===== src/rtl/tree_router_pkg.sv =====
// Shared constants, route descriptor and the address-prefix route function
// for the fat-tree router node.
package tree_router_pkg;

    localparam int PARENT_PORT = 0;

    typedef struct packed {
        logic [7:0] target;
        logic       drop_uturn;
        logic       drop_misroute;
    } route_t;

    function automatic int cb_of(input int n);
        return (n <= 1) ? 1 : $clog2(n);
    endfunction

    // Route decision for one head flit. Widths are passed explicitly so the
    // function is independent of any particular node's parameters.
    function automatic route_t route(
        input logic [31:0] addr,
        input logic [7:0]  in_port,
        input int          addr_w,
        input int          level,
        input int          cb,
        input int          num_child,
        input logic [31:0] node_prefix
    );
        logic [31:0] a;
        logic [31:0] s;
        logic [31:0] pre;
        logic [31:0] pmask;
        route_t      r;
        a     = addr & ((32'd1 << addr_w) - 32'd1);
        s     = (a >> (addr_w - (level + 1) * cb)) & ((32'd1 << cb) - 32'd1);
        pmask = (32'd1 << (level * cb)) - 32'd1;
        pre   = (a >> (addr_w - level * cb)) & pmask;
        r     = '0;
        if (s >= 32'(num_child)) begin
            // slice value names a child that does not exist
            r.target        = 8'(PARENT_PORT);
            r.drop_misroute = 1'b1;
        end else begin
            if ((level == 0) || (pre == (node_prefix & pmask))) begin
                r.target = 8'(s + 32'd1);
            end else begin
                r.target = 8'(PARENT_PORT);
            end
            if (r.target == in_port) begin
                if (in_port == 8'(PARENT_PORT)) begin
                    r.drop_misroute = 1'b1;
                end else begin
                    r.drop_uturn = 1'b1;
                end
            end else if ((level == 0) && (r.target == 8'(PARENT_PORT))) begin
                r.drop_uturn = 1'b1;
            end else begin
                r.drop_uturn = 1'b0;
            end
        end
        return r;
    endfunction

endpackage


===== src/rtl/tree_router_node_rr_arbiter.sv =====
// Round-robin arbiter: grants the first requester at or after the pointer,
// then moves the pointer just past the winner when the grant is enabled.
module rr_arbiter #(
    parameter int N = 3
) (
    input  logic         clk,
    input  logic         rst,
    input  logic [N-1:0] req,
    input  logic         en,
    output logic [N-1:0] grant
);

    localparam int PW = (N > 1) ? $clog2(N) : 1;

    logic [PW-1:0] ptr_r;
    logic [PW-1:0] ptr_nxt_s;
    logic [N-1:0]  grant_s;
    logic          found_s;

    // Cyclic priority search: first pass from the pointer upward, then wrap.
    always_comb begin
        grant_s   = '0;
        ptr_nxt_s = ptr_r;
        found_s   = 1'b0;
        for (int i = 0; i < N; i++) begin
            if (!found_s && req[i] && (i >= int'(ptr_r))) begin
                found_s    = 1'b1;
                grant_s[i] = 1'b1;
                ptr_nxt_s  = (i == N - 1) ? '0 : PW'(i + 1);
            end else begin
                found_s = found_s;
            end
        end
        for (int i = 0; i < N; i++) begin
            if (!found_s && req[i] && (i < int'(ptr_r))) begin
                found_s    = 1'b1;
                grant_s[i] = 1'b1;
                ptr_nxt_s  = PW'(i + 1);
            end else begin
                found_s = found_s;
            end
        end
        if (!en) begin
            grant_s = '0;
            found_s = 1'b0;
        end else begin
            grant_s = grant_s;
        end
    end

    // Pointer register advances only on an issued grant.
    always_ff @(posedge clk or posedge rst) begin
        if (rst) begin
            ptr_r <= '0;
        end else if (found_s) begin
            ptr_r <= ptr_nxt_s;
        end else begin
            ptr_r <= ptr_r;
        end
    end

    assign grant = grant_s;

endmodule


===== src/rtl/tree_router_node.sv =====
// Fat-tree router node: per-input FIFOs, prefix routing with U-turn/misroute
// drops, and a round-robin arbitrated registered stage per output.
module tree_router_node
    import tree_router_pkg::*;
#(
    parameter int NUM_CHILD   = 2,
    parameter int DATA_W      = 16,
    parameter int ADDR_W      = 6,
    parameter int LEVEL       = 0,
    parameter int NODE_PREFIX = 0,
    parameter int FIFO_DEPTH  = 2
) (
    input  logic                            CLK,
    input  logic                            RESET,
    input  logic [(NUM_CHILD+1)*DATA_W-1:0] in_data,
    input  logic [NUM_CHILD:0]              in_valid,
    output logic [NUM_CHILD:0]              in_ready,
    output logic [(NUM_CHILD+1)*DATA_W-1:0] out_data,
    output logic [NUM_CHILD:0]              out_valid,
    input  logic [NUM_CHILD:0]              out_ready,
    output logic [NUM_CHILD:0]              err_uturn,
    output logic                            err_misroute
);

    localparam int NP = NUM_CHILD + 1;
    localparam int CB = cb_of(NUM_CHILD);
    localparam int AW = $clog2(FIFO_DEPTH);

    logic              rdy_en_r;
    logic [DATA_W-1:0] head_s [NP];
    route_t            rt_s   [NP];
    logic [NP-1:0]     nempty_s;
    logic [NP-1:0]     drop_s;
    logic [NP-1:0]     pop_s;
    logic [NP-1:0]     uturn_s;
    logic [NP-1:0]     mis_s;
    logic [NP-1:0]     out_en_s;
    logic [NP-1:0]     req_s  [NP];
    logic [NP-1:0]     gnt_s  [NP];
    logic [NP-1:0]     err_uturn_r;
    logic              err_misroute_r;

    // Holds in_ready low during reset and for the edge that releases it.
    always_ff @(posedge CLK or posedge RESET) begin
        if (RESET) begin
            rdy_en_r <= 1'b0;
        end else begin
            rdy_en_r <= 1'b1;
        end
    end

    for (genvar p = 0; p < NP; p++) begin : g_in
        logic [DATA_W-1:0] mem_r [FIFO_DEPTH];
        logic [AW-1:0]     wptr_r;
        logic [AW-1:0]     rptr_r;
        logic [AW:0]       cnt_r;
        logic              push_s;

        // ready comes from the registered count, so a full FIFO never takes a push
        assign in_ready[p]  = rdy_en_r && (cnt_r != (AW+1)'(FIFO_DEPTH));
        assign push_s       = in_valid[p] && in_ready[p];
        assign nempty_s[p]  = (cnt_r != '0);
        assign head_s[p]    = mem_r[rptr_r];
        assign rt_s[p]      = route(32'(head_s[p][ADDR_W-1:0]), 8'(p), ADDR_W, LEVEL,
                                    CB, NUM_CHILD, 32'(NODE_PREFIX));

        // FIFO storage; contents are meaningless while the count is zero.
        always_ff @(posedge CLK) begin
            if (push_s) begin
                mem_r[wptr_r] <= in_data[p*DATA_W +: DATA_W];
            end else begin
                mem_r[wptr_r] <= mem_r[wptr_r];
            end
        end

        // FIFO pointers and occupancy.
        always_ff @(posedge CLK or posedge RESET) begin
            if (RESET) begin
                wptr_r <= '0;
                rptr_r <= '0;
                cnt_r  <= '0;
            end else begin
                wptr_r <= push_s   ? wptr_r + 1'b1 : wptr_r;
                rptr_r <= pop_s[p] ? rptr_r + 1'b1 : rptr_r;
                cnt_r  <= cnt_r + (AW+1)'(push_s) - (AW+1)'(pop_s[p]);
            end
        end
    end

    // Classify each head: dropped in place, or requesting exactly one output.
    always_comb begin
        for (int p = 0; p < NP; p++) begin
            uturn_s[p] = nempty_s[p] && rt_s[p].drop_uturn;
            mis_s[p]   = nempty_s[p] && rt_s[p].drop_misroute;
            drop_s[p]  = uturn_s[p] || mis_s[p];
        end
        for (int o = 0; o < NP; o++) begin
            out_en_s[o] = !out_valid[o] || out_ready[o];
            for (int p = 0; p < NP; p++) begin
                req_s[o][p] = nempty_s[p] && !drop_s[p] && (rt_s[p].target == 8'(o));
            end
        end
    end

    // An input pops on a drop or when any output grants it.
    always_comb begin
        pop_s = drop_s;
        for (int o = 0; o < NP; o++) begin
            pop_s = pop_s | gnt_s[o];
        end
    end

    for (genvar o = 0; o < NP; o++) begin : g_out
        logic [DATA_W-1:0] mux_s;
        logic [DATA_W-1:0] data_r;
        logic              valid_r;

        rr_arbiter #(.N(NP)) u_arb (
            .clk   (CLK),
            .rst   (RESET),
            .req   (req_s[o]),
            .en    (out_en_s[o]),
            .grant (gnt_s[o])
        );

        // Winner's head flit selected by the one-hot grant.
        always_comb begin
            mux_s = '0;
            for (int p = 0; p < NP; p++) begin
                if (gnt_s[o][p]) begin
                    mux_s = mux_s | head_s[p];
                end else begin
                    mux_s = mux_s;
                end
            end
        end

        // Output register: loads on grant, empties when the flit is taken.
        always_ff @(posedge CLK or posedge RESET) begin
            if (RESET) begin
                valid_r <= 1'b0;
                data_r  <= '0;
            end else if (|gnt_s[o]) begin
                valid_r <= 1'b1;
                data_r  <= mux_s;
            end else if (out_ready[o]) begin
                valid_r <= 1'b0;
            end else begin
                valid_r <= valid_r;
            end
        end

        assign out_valid[o]                  = valid_r;
        assign out_data[o*DATA_W +: DATA_W]  = data_r;
    end

    // Error pulses, one cycle per dropped head.
    always_ff @(posedge CLK or posedge RESET) begin
        if (RESET) begin
            err_uturn_r    <= '0;
            err_misroute_r <= 1'b0;
        end else begin
            err_uturn_r    <= uturn_s;
            err_misroute_r <= |mis_s;
        end
    end

    assign err_uturn    = err_uturn_r;
    assign err_misroute = err_misroute_r;

endmodule


===== config.mk =====
export PLATFORM = sky130hd
export DESIGN_NAME = tree_router_node
export DESIGN_NICKNAME = d
export VERILOG_FILES = /design/src/rtl/tree_router_pkg.sv /design/src/rtl/tree_router_node_rr_arbiter.sv /design/src/rtl/tree_router_node.sv
export SDC_FILE = /design/constraint.sdc
export NUM_CORES = 1
export LEC_CHECK = 0
export CORE_ASPECT_RATIO = 0.9
export CORE_MARGIN = 4
export CORE_UTILIZATION = 40
export DETAILED_ROUTE_END_ITERATION = 10
export HOLD_SLACK_MARGIN = 0.05
export PLACE_DENSITY = 0.7
export REMOVE_ABC_BUFFERS = 1
export SKIP_LAST_GASP = 1
export SLEW_MARGIN = 20
export SYNTH_ARGS = -nofsm -noshare
export SYNTH_HDL_FRONTEND = slang
export SYNTH_SLANG_ARGS = --single-unit

===== constraint.sdc =====
create_clock -name CLK -period 3.2 [get_ports CLK]
set_clock_uncertainty 0.15 [all_clocks]
set_input_delay 0.32 -clock CLK [delete_from_list [all_inputs] [get_ports CLK]]
set_output_delay 0.32 -clock CLK [all_outputs]
set_load 0.005 [all_outputs]

==> out/results.ini, run 1 <==
[worst_setup_path]
r2r_slack_ns = 0.83
critPathLaunchType = flip-flop
path_class = flip-flop to flip-flop
cp.required_ns = 3.38
r2r-end = g_in[0].cnt_r[1]
cp.arrival_ns = 2.56
rr_startpoint = g_in[2].rptr_r
cp-end-kind = flip-flop
ff2ff_path_depth = 9
crit_fanout = 16

[timing]
fmax_mhz = 422
final_max_slew_viol_count = 0
fin_ws_ns = 0.828
slew_headroom = 0.477
rsz0062_at_grt = no
setup_violations = 0
fin_tns_setup_ns = 0
fin_crit_sh = 0.741
worstMarginPinSlew_ns = 0.785
fin_crit_ns = 2.37
hold_ws_ns = 0.134
hold_viol_final = 0

[detailed_routing]
vias_per_cell = 4.91
num_vias = 3428
totalWireLength_um = 12100
ant_nets = 0
drc = 0
dr.first_iter.drc_count = 241
first_pass_iters = 4
post_drt_wl_per_cell_um = 17.3

[placement]
dp.final_hpwl_um = 8740
io_buffers = 93
place_congestion = 0.783
pre_cts_ws_ns = 0.745

[cells_and_area]
layout-drive-gt1-share = 0.128
layout_common_cells = 96 x edfxtp_1, 93 x clkdlybuf4s50_1, 53 x dfrtp_1
fin_util = 0.521
fill_cells = 1200
areaGrowthSynthToFinish_pct = 27.3
final_common_cell = edfxtp_1
fin_nets = 549
n_antenna_cell = 0

[clocking]
cts_buffer_depth = 2
clk_latency_ns = 0.41
clkSinkCount = 149
cts_tree = yes
clkSlewWorstSetupHoldPaths_ns = 0.06
cts_hold_buf = 0
numCtsBuffers = 17
root_buffer = clkbuf_16
htree_levels = 4
post_cts_buffers = 0
cts_resized = 0

[floorplanning]
core_area_sq_um = 14800
ios = 114
fp.dieH_um = 125
die-area_sq_um = 17100
start_util = 0.409
rows = 42
die_w_um = 138

[outcome]
status = complete, no violations

[logic_synthesis]
synth-seq-cells = 149
syn_area_sq_um = 6040
avgSynthCellArea_sq_um = 15.6
ys_warn_count = 0
yosysUniqueCellTypes = 41
synth_seq_area_share = 0.697
synthCells = 386

[power]
ir_worst_vdd_mv = 0.394
pwr_density_cell_nw_per_um2 = 930
power.leakage_nw = 2.92

[global_routing]
grt_util_all_layers = 0.148
grt_pass1_wl_um = 19200
antenna_found_initial = 0
grt_pass1_vias = 3616
overflow = 0
grt_max_degree = 54

[hold_path]
holdCritPathClass = input port to async pin

[run]
drv_cap = 0

kinds of logic after synthesis:
group	share of synthesized area
other	0.00124
DFF	0.697
muxes	0.0916
and+or+nand+nor	0.0510
AOI/OAI and AO/OA	0.0752
buffers and inverters	0.0526
adders and majority gates	0.0124
xor gates and xnor gates	0.0189
worst max-delay path, stage by stage, from the launching register on:
cell	delay, ns
dfrtp_1	0.43
mux2_4	0.35
nor3_4	0.17
buf_4	0.22
o22ai_1	0.15
ha_1	0.31
inv_1	0.04
ha_1	0.18
xnor2_1	0.17
xnor2_1	0.13
registers in the layout, indices dropped and copies added (netlist names):
signal	cells
g_out.valid_r	2
err_uturn	2
rdy_en_r	1
g_in.cnt_r	6
g_out.u_arb.ptr_r	4
g_in.mem_r	96
g_in.wptr_r	3
g_in.rptr_r	3
g_out.data_r	32
worst max-delay path by stage:
stage	start	to	slack, ns	cells after the start
6_report	g_in[2].rptr_r	g_in[0].cnt_r[1]	0.83	9
5_1_grt	g_in[2].rptr_r	g_in[0].cnt_r[1]	0.65	9
4_1_cts	g_in[2].rptr_r	g_in[0].cnt_r[1]	0.82	9
3_5_place_dp	out_ready[1]	g_in[0].cnt_r[1]	0.75	9
3_3_place_gp	out_ready[1]	g_in[0].cnt_r[1]	0.81	9
2_1_floorplan	g_in[0].rptr_r	g_in[0].cnt_r[1]	0.49	8
synth_stat cells, drive strengths merged:
library cell	instances	share of area
or2	3	0.0031
nor2	12	0.0087
buf	34	0.043
mux2i	33	0.057
xor2	1	0.0015
a21boi	4	0.0050
nand2	7	0.0044
o22a	1	0.0015
nand2b	3	0.0031
a31oi	1	0.0010
conb	2	0.0012
o22ai	1	0.0010
ha	6	0.012
and2	1	0.0010
nor3	18	0.017
mux2	18	0.035
inv	10	0.0062
and3	4	0.0050
xnor2	12	0.017
o21ai	19	0.016
dfrtp	53	0.22
a21oi	3	0.0025
clkbuf	5	0.0031
o221ai	15	0.022
edfxtp	96	0.48
a221o	15	0.025
o21a	1	0.0012
nand3	5	0.0058
nor2b	3	0.0031
area by class of cell:
class / count / area (sq um) / share of cell area
well taps: 198 / 248 / 0.0322
repair buffers: 103 / 1020 / 0.132
clock inverters: 13 / 163 / 0.0212
multi-input cells: 206 / 1580 / 0.205
flip-flops and latches: 149 / 4210 / 0.548
clock buffers: 19 / 433 / 0.0563
inverters: 10 / 37.5 / 0.00488
power breakdown:
| part | switching, mW | internal [mW] |
|---|---|---|
| clock network | 0.711 | 1.29 |
| registers | 0.262 | 2.56 |
| logic | 1.13 | 1.19 |
routing by layer:
layer  track usage  vias up  routed length [um]
met4        0.0475        0                 136
met2         0.230      115                5820
li1              -     1617                   -
met1         0.195     1685                5340
met3        0.0517       11                 816
met5             0        -                   0
stage by stage:
step           power, mW  cells  instance area [sq um]
2_1_floorplan       4.19    365                   5830
3_3_place_gp        5.12    666                   7090
3_5_place_dp        5.21    666                   7090
4_1_cts             7.22    698                   7690
5_1_grt             7.57    698                   7690
6_report            7.15    698                   7690
Note: power is estimated with default switching activity, not from simulation.
==> run 2: changes to the inputs <==
--- a/config.mk
+++ b/config.mk
@@ -10,7 +10,7 @@
 export CORE_UTILIZATION = 40
 export DETAILED_ROUTE_END_ITERATION = 10
 export HOLD_SLACK_MARGIN = 0.05
-export PLACE_DENSITY = 0.7
+export PLACE_DENSITY = 0.72
 export REMOVE_ABC_BUFFERS = 1
 export SKIP_LAST_GASP = 1
 export SLEW_MARGIN = 20
==> constraint.sdc (replaced) <==
create_clock -name CLK -period 2.11 [get_ports CLK]
set_clock_uncertainty 0.15 [all_clocks]
set_input_delay 0.211 -clock CLK [delete_from_list [all_inputs] [get_ports CLK]]
set_output_delay 0.211 -clock CLK [all_outputs]
set_load 0.005 [all_outputs]
==> out/results.ini, run 2 (synthesis gave the netlist of run 1 again) <==
[outcome]
status = complete, but fails checks
violations = negative setup slack

[worst_setup_path]
critical_path.startpoint = g_in[0].rptr_r
critPathLaunchType = flip-flop
cp-endpoint = g_in[2].cnt_r[1]
r2r_slack_ns = -0.03
cp.arrival_ns = 2.28
path_class = flip-flop to flip-flop
r2r-end = g_in[2].cnt_r[1]
cp.required_ns = 2.26
crit_fanout = 4
ff2ff_path_depth = 9
cp-end-kind = flip-flop
rr_startpoint = g_in[0].rptr_r

[cells_and_area]
fill_cells = 1193
largest_reg_flops = 96
largest_register = g_in.mem_r
areaGrowthSynthToFinish_pct = 33.8
final_common_cell = edfxtp_1
layout-drive-gt1-share = 0.219
fin_area_sq_um = 8080
top_regs = g_in.mem_r (96), g_out.data_r (32), g_in.cnt_r (6)
layout_common_cells = 96 x edfxtp_1, 93 x clkdlybuf4s50_1, 52 x dfrtp_1
n_antenna_cell = 0
fin_nets = 579

[global_routing]
grt_util_all_layers = 0.155
grt_pass1_vias = 3714
antenna_found_initial = 0
overflow = 0
grt_pass1_wl_um = 20000
grt_max_degree = 34

[placement]
placed_area_sq_um = 7240
place_congestion = 0.813
dp.final_hpwl_um = 9050
io_buffers = 93

[clocking]
root_buffer = clkbuf_16
numCtsBuffers = 17
cts_tree = yes
cts_buffer_depth = 2
htree_levels = 4
clkSlewWorstSetupHoldPaths_ns = 0.06
clk_latency_ns = 0.41
clkSinkCount = 149

[power]
pwr_density_cell_nw_per_um2 = 1440
ir_worst_vdd_mv = 0.645
power.leakage_nw = 3.10
finalPower_mw = 11.6

[timing]
rsz0062_at_grt = yes
worstMarginPinSlew_ns = 0.536
fin_ws_ns = -0.0252
fmax_mhz = 468
final_max_slew_viol_count = 0
fin_crit_ns = 2.14
slew_headroom = 0.642
fin_crit_sh = 1.01
setup_violations = 3
hold_viol_final = 0

[detailed_routing]
post_drt_wl_per_cell_um = 17.6
num_vias = 3628
first_pass_iters = 4
vias_per_cell = 4.98
dr.first_iter.drc_count = 218
ant_nets = 0
drc = 0
totalWireLength_um = 12800

[floorplanning]
start_util = 0.409
die_w_um = 138
die-area_sq_um = 17100
fp.dieH_um = 125
rows = 42
core_area_sq_um = 14800
ios = 114

[hold_path]
holdCritPathClass = input port to flip-flop

[run]
drv_cap = 0

run 2: layout make-up:
cell class / count / area, sq um / share of cell area
multi-input cells: 206 / 1720 / 0.213
well taps: 198 / 248 / 0.0307
clock inverters: 11 / 158 / 0.0195
flip-flops and latches: 149 / 4210 / 0.521
inverters: 10 / 37.5 / 0.00465
repair buffers: 133 / 1270 / 0.157
clock buffers: 21 / 440 / 0.0545
run 2: critical path, stage by stage, from the launching register on:
cell     delay [ns]
dfrtp_2        0.41
mux2i_4        0.30
nand3_2        0.14
a31oi_4        0.19
inv_1          0.06
ha_1           0.28
inv_1          0.05
ha_2           0.18
xnor2_2        0.14
xnor2_1        0.12
run 2: through the flow:
stage | setup slack [ns] | util | std cells | hold WS [ns] | TNS, ns
2_1_floorplan | -0.597 | - | 365 | 0.160 | -3.21
3_3_place_gp | -0.0325 | 0.490 | 684 | 0.309 | -0.0328
3_5_place_dp | -0.106 | 0.490 | 684 | 0.313 | -0.278
4_1_cts | -0.0485 | 0.537 | 723 | 0.209 | -0.120
5_1_grt | -0.121 | 0.547 | 728 | 0.214 | -0.346
6_report | -0.0252 | 0.547 | 728 | 0.234 | -0.0399
run 2: worst min path at each step:
| stage | cells past startpoint | end | start | slack, ns |
|---|---|---|---|---|
| finish | 1 | g_in[1].mem_r[0][4] | in_data[20] | 0.23 |
| global route | 1 | g_in[1].mem_r[0][4] | in_data[20] | 0.21 |
| CTS | 1 | g_in[1].mem_r[0][7] | in_data[23] | 0.21 |
| detailed placement | 1 | g_out[2].data_r[5] | g_out[2].data_r[5] | 0.31 |
| global placement | 1 | g_out[2].data_r[5] | g_out[2].data_r[5] | 0.31 |
| floorplan | 0 | g_in[0].mem_r[0][0] | in_data[0] | 0.16 |
run 2: routing by layer:
| layer | share of wire | GRT usage | wire, um |
|---|---|---|---|
| met3 | 0.070 | 0.0501 | 899 |
| met4 | 0.017 | 0.0552 | 214 |
| met1 | 0.43 | 0.205 | 5560 |
| met5 | 0 | 0 | 0 |
| met2 | 0.48 | 0.240 | 6160 |
run 2: where the power goes:
part	leakage (nW)	internal, mW	switching, mW
clock network	0.294	1.96	1.08
registers	1.51	3.88	0.420
logic	1.30	2.29	1.97
total	3.10	8.14	3.48
run 2: repair_timing:
item	in CTS	in global routing
pin swaps	10	8
cloned	0	0
buffers inserted	6	5
gates resized for setup	10	22
hold buffers	1	0
endpoints found under the hold margin	20	0
endpoints found under the setup margin	6	23
